$ cat src/rtl/serial_sub.sv
// Bit-serial subtractor: diff = a - b - borrow_in, one bit per clock, LSB first.
// Latency: start accepted at edge E0 -> done_o high in the cycle after edge E0+WIDTH.
// Backpressure: none; start_i is ignored outside IDLE, so callers space starts WIDTH+2 cycles.
module serial_sub #(
  parameter int WIDTH = 8
) (
  input  logic             clk_i,
  input  logic             rst_i,
  input  logic             start_i,
  input  logic [WIDTH-1:0] a_i,
  input  logic [WIDTH-1:0] b_i,
  input  logic             borrow_i,
  output logic             busy_o,
  output logic             done_o,
  output logic [WIDTH-1:0] diff_o,
  output logic             borrow_o
);

  localparam int CW = $clog2(WIDTH);
  localparam logic [CW-1:0] LAST_CNT = CW'(WIDTH - 1);

  typedef enum logic [1:0] {
    IDLE  = 2'd0,
    SHIFT = 2'd1,
    DONE  = 2'd2
  } state_t;

  state_t state, state_nxt;

  logic [WIDTH-1:0] a_sh;
  logic [WIDTH-1:0] b_sh;
  logic [WIDTH-1:0] res_sh;
  logic             br;
  logic [CW-1:0]    cnt;

  logic bit_d;
  logic br_nxt;
  logic last_bit;

  assign bit_d    = a_sh[0] ^ b_sh[0] ^ br;
  assign br_nxt   = (~a_sh[0] & b_sh[0]) | (~(a_sh[0] ^ b_sh[0]) & br);
  assign last_bit = (cnt == LAST_CNT);

  always_ff @(posedge clk_i or posedge rst_i) begin
    if (rst_i) begin
      state <= IDLE;
    end else begin
      state <= state_nxt;
    end
  end

  always_comb begin
    state_nxt = state;
    case (state)
      IDLE:    if (start_i) state_nxt = SHIFT;
      SHIFT:   if (last_bit) state_nxt = DONE;
      DONE:    state_nxt = IDLE;
      default: state_nxt = IDLE;
    endcase
  end

  always_comb begin
    busy_o = (state == SHIFT);
    done_o = (state == DONE);
  end

  // Operands shift right so bit 0 is always the bit under processing;
  // result bits enter at the MSB so the word is aligned after WIDTH shifts.
  always_ff @(posedge clk_i or posedge rst_i) begin
    if (rst_i) begin
      a_sh     <= '0;
      b_sh     <= '0;
      res_sh   <= '0;
      br       <= 1'b0;
      cnt      <= '0;
      diff_o   <= '0;
      borrow_o <= 1'b0;
    end else begin
      case (state)
        IDLE: begin
          if (start_i) begin
            a_sh <= a_i;
            b_sh <= b_i;
            br   <= borrow_i;
            cnt  <= '0;
          end
        end
        SHIFT: begin
          a_sh   <= a_sh >> 1;
          b_sh   <= b_sh >> 1;
          res_sh <= {bit_d, res_sh[WIDTH-1:1]};
          br     <= br_nxt;
          if (last_bit) begin
            diff_o   <= {bit_d, res_sh[WIDTH-1:1]};
            borrow_o <= br_nxt;
          end else begin
            cnt <= cnt + CW'(1);
          end
        end
        default: ;
      endcase
    end
  end

endmodule
$ cat config.mk
export PLATFORM = sky130hd
export DESIGN_NAME = serial_sub
export DESIGN_NICKNAME = d
export VERILOG_FILES = /design/src/rtl/serial_sub.sv
export SDC_FILE = /design/constraint.sdc
export NUM_CORES = 1
export LEC_CHECK = 0
export CAP_MARGIN = 20
export CELL_PAD_IN_SITES_DETAIL_PLACEMENT = 0
export CELL_PAD_IN_SITES_GLOBAL_PLACEMENT = 2
export CORE_UTILIZATION = 30
export CTS_CLUSTER_DIAMETER = 60
export CTS_CLUSTER_SIZE = 8
export DETAILED_ROUTE_END_ITERATION = 6
export PLACE_DENSITY = 0.72
export SYNTH_ARGS = -nofsm -noshare
export SYNTH_HDL_FRONTEND = slang
export SYNTH_SLANG_ARGS = --single-unit
export TNS_END_PERCENT = 1
$ cat constraint.sdc
create_clock -name clk_i -period 3.1 [get_ports clk_i]
set_input_delay 0.775 -clock clk_i [delete_from_list [all_inputs] [get_ports clk_i]]
set_output_delay 0.775 -clock clk_i [all_outputs]
set_load 0.005 [all_outputs]
; Word-level counts from Yosys, hierarchy flattened
; Index checks and enable logic that the tools add are counted.
[totals]
register_bits = 39
in_bits = 20
word_cells = 40
[op_classes]
addsub = 1
n_eq_ne = 6
n_mux = 12
bitwise_logic = 7
reduce_logical = 6
[op_table]
columns = operator, count
row1 = 8-bit case mux with 2 select lines, 2
row2 = 8-bit two-way mux, 2
row3 = 3-bit two-way mux, 2
row4 = 3-bit case mux with 2 select lines, 1
row5 = 2-bit AND reduction, 3
row6 = 2-bit two-way mux, 2
row7 = 2-bit != test (second input constant), 2
row8 = 2-bit case mux with 2 select lines, 1
row9 = 3-bit by 1-bit adder with 3-bit output (second input constant), 1
row10 = 3-bit equality test (second input constant), 1
row11 = 3-bit AND reduction, 1
row12 = 1-bit bitwise AND, 2
row13 = 2-bit by 1-bit equality test with 1-bit output (second input constant), 1
row14 = 2-bit equality test (second input constant), 1
row15 = 2-bit zero test, 1
row16 = 2-bit by 1-bit != test with 1-bit output (second input constant), 1
row17 = 1-bit inverter, 2
row18 = 1-bit case mux with 2 select lines, 1
row19 = 2-bit nonzero test, 1
row20 = 1-bit XOR, 2
row21 = 1-bit two-way mux, 1
row22 = 1-bit OR, 1

; Longest topological paths before layout
[depth]
word_depth = 5
ltp_mapped = 5

; Worst setup path before layout
; OpenSTA, ideal clock, no wires.
[synth_timing]
path_type = register to output
startpoint = reg state[0]
endpoint = out done_o
arrival_time_ps = 840
setup_slack_ps = 1485
stages_incl_launch_ff = 4
cell_sequence = dfrtp_1 buf_4 buf_6 nor2b_1
[synth_between]
elab_chain_len = 1
[synth_lines]
columns = item, line
row1 = "start, declared", 28  ; state_t state, state_nxt;
row2 = "start signal, assigned", 48  ; state <= state_nxt;
row3 = 2-bit equality test, 64  ; done_o = (state == DONE);
row4 = "end, declared", 14  ; output logic done_o,
; Every way passes these cells.

; Worst setup path after layout
[layout_timing]
startpoint = reg state[1]
endpoint = out busy_o
[layout_between]
elab_chain_len = 1
[layout_lines]
columns = item, line
row1 = 2-bit by 1-bit equality test with 1-bit output, 63  ; busy_o = (state == SHIFT);
row2 = "end, declared", 13  ; output logic busy_o,
; Every way passes these cells.

==> out/results.ini <==
[status]
status=finished with violations
violations=DRC

[synth]
avgSynthCellArea_um2=13.7
syn_nets=172
synth.most_common_cell=dfrtp_1
synth_cell_types=27
synth-main-ff-cell=dfrtp_1
synthTopCellsByArea=dfrtp_1 (47%), a221oi_2 (11%), nor4b_2 (11%)
synthesis.area_um2=2040
synth-seq-cells=38
yosysTopAreaCell=dfrtp_1
ys_warn_count=0
postSynthCellCount=149
ys_seq_area_frac=0.466
synth_top_area_share=0.466
synth_edf_count=0
yosys-top-cells-count=dfrtp_1 (38), inv_1 (17), a221oi_2 (15), nor4b_2 (15), nor2_1 (12)
ys_async_sr_fraction=1.00

[run]
cap_violations=0

[setup_path]
critPathRequiredTime_ns=2.32
cp-start-kind=flip-flop
cp_cell_sequence=nor2b_2 -> buf_4 -> clkdlybuf4s50_1
worst_path_max_delay_cell=clkdlybuf4s50_1
path_max_fanout=11
rrSetupSlack_ns=1.10
critPathMaxStageDelay_ns=0.52
cp_data_arrival_time_ns=1.53
crit_type=flip-flop to output pin
end_kind=output pin

[sta]
setup_viol=0
min_period_ns=2.30
setup_ws_ns=0.797
fmax_mhz=434
slew_headroom=0.518
period_share=0.743
rsz0062_at_grt=no
hold_viol_final=0
drv_slew=0
tightest_slew_ns=0.721
fin_worst_skew_ns=0.00271
fin_tns_setup_ns=0

[power_and_ir_drop]
p_seq_frac=0.362
internal_power_mw=1.65
power.density_nw_per_um2=956
switching_share=0.315
p_switching_mw=0.759
clockPowerShare=0.214
pwr-share-comb=0.424
ir_drop_uv=303
p_leak_nw=1.10
total_power_mw=2.41

[clock_network]
path_clk_slew_ns=0.08
cts_tree=done
clk_latency_ns=0.28
root_buffer=clkbuf_8
clock-sinks=38
ctsHoldBuffers=0
cts_buffers=5
h-tree-depth=2
post-cts-setup-buffers=0
cts_resized=0
ctsLongestPathBuffers=2

[place]
io_buffers=30
routabilityCongestion=0.702
dp_slack_ns=0.986
place_hpwl_um=2490

[route]
viasPerCell=4.95
dr.first_iter.drc_count=29
antenna_left=0
route.detailed.drc=9
wirelength_um=3660
wl_per_cell_um=14.2
dr_total_vias=1278
dr.pass1.iters=6

[layout]
area_growth_pct=23.7
final_nets=203
antenna_cells=0
drive_gt1_frac=0.320

[global_routing]
grt_overflow=0
grt_usage=0.115
grt_max_degree=39
grt_pass1_wl_um=6490
grt_pass1_vias=1408
antenna_found_initial=0

[floorplan]
row_count=29
die_area_um2=7140
pin_count=31
die_h_um=84.5
coreArea_um2=6460
initial_utilization=0.316
die_x_um=84.5

[min_path]
hold_class=flip-flop to flip-flop

final timing paths:
check,from,endpoint,cells past startpoint
max,state[1]$_DFFE_PP0P_,busy_o,3
min,res_sh[1]$_DFFE_PP0N_,res_sh[1]$_DFFE_PP0N_,1
max reg2reg,cnt[0]$_DFFE_PP0P_,diff_o[5]$_DFFE_PP0P_,4
min reg2reg,res_sh[1]$_DFFE_PP0N_,res_sh[1]$_DFFE_PP0N_,1
max in group asynchronous,rst_i,state[0]$_DFFE_PP0P_,3
min in group asynchronous,rst_i,diff_o[0]$_DFFE_PP0P_,3
power groups by stage:
stage | clock network, mW | registers [mW] | logic, mW
final | 0.516 | 0.872 | 1.02
after global routing | 0.551 | 0.905 | 1.14
after CTS | 0.533 | 0.876 | 1.04
after detailed placement | 0 | 0.887 | 1.04
after global placement | 0 | 0.872 | 1.01
after floorplan | 0 | 0.856 | 0.799
state kept, by name, indices dropped and copies added (netlist names):
name,cells
state,2
borrow_o,1
a_sh,8
res_sh,7
cnt,3
b_sh,8
diff_o,8
br,1
layer usage:
metal / GRT usage / vias up / wire length [µm]
met2: 0.198 / 32 / 1710
met4: 0.0370 / 0 / 22
met5: 0 / - / 0
met1: 0.140 / 639 / 1740
li1: - / 605 / -
met3: 0.0324 / 2 / 181
layout make-up:
cell class,instances,area (µm²)
Sequential cell,38,952
Fill cell,611,3940
Multi-Input combinational cell,80,912
Tap cell,77,96.3
Clock inverter,2,60.1
Clock buffer,6,82.6
Timing Repair Buffer,37,353
Inverter,18,67.6
metrics by stage:
stage	instance area, µm²	instances	utilization	hold WS, ns
2_1_floorplan	2040	149	-	0.458
3_3_place_gp	2380	250	0.369	0.473
3_5_place_dp	2380	250	0.369	0.483
4_1_cts	2520	258	0.391	0.502
5_1_grt	2520	258	0.391	0.524
6_report	2520	258	0.391	0.494
critical path, delay by kind of cell (launching register included):
kind                   cells  cell delay (ns)
buffers and inverters      2             0.73
DFF                        1             0.41
and+or+nand+nor            1             0.11
cells in the final DEF (no fill, tap or decap), drive strengths merged:
cell type      instances
a211o                  3
a21oi                  1
a221oi                15
a22o                   2
and3                   3
buf                    7
bufinv                 2
clkbuf                 6
clkdlybuf4s50         30
dfrtp                 38
fa                     1
ha                     2
inv                   18
mux2                  15
mux2i                  1
nand2b                 2
nand3b                 1
nor2                  12
nor2b                  2
nor3b                  1
nor4b                 16
nor4bb                 2
o21bai                 1
cells by family after synthesis:
kind of cell    count (synthesis)  synth area share
simple gates                   39             0.179
compound gates                 22             0.143
buf+inv                        31            0.0871
mux                            16             0.102
flops                          38             0.466
fa+ha+maj                       3            0.0221
No activity file was read; power rests on OpenSTA's default activity.
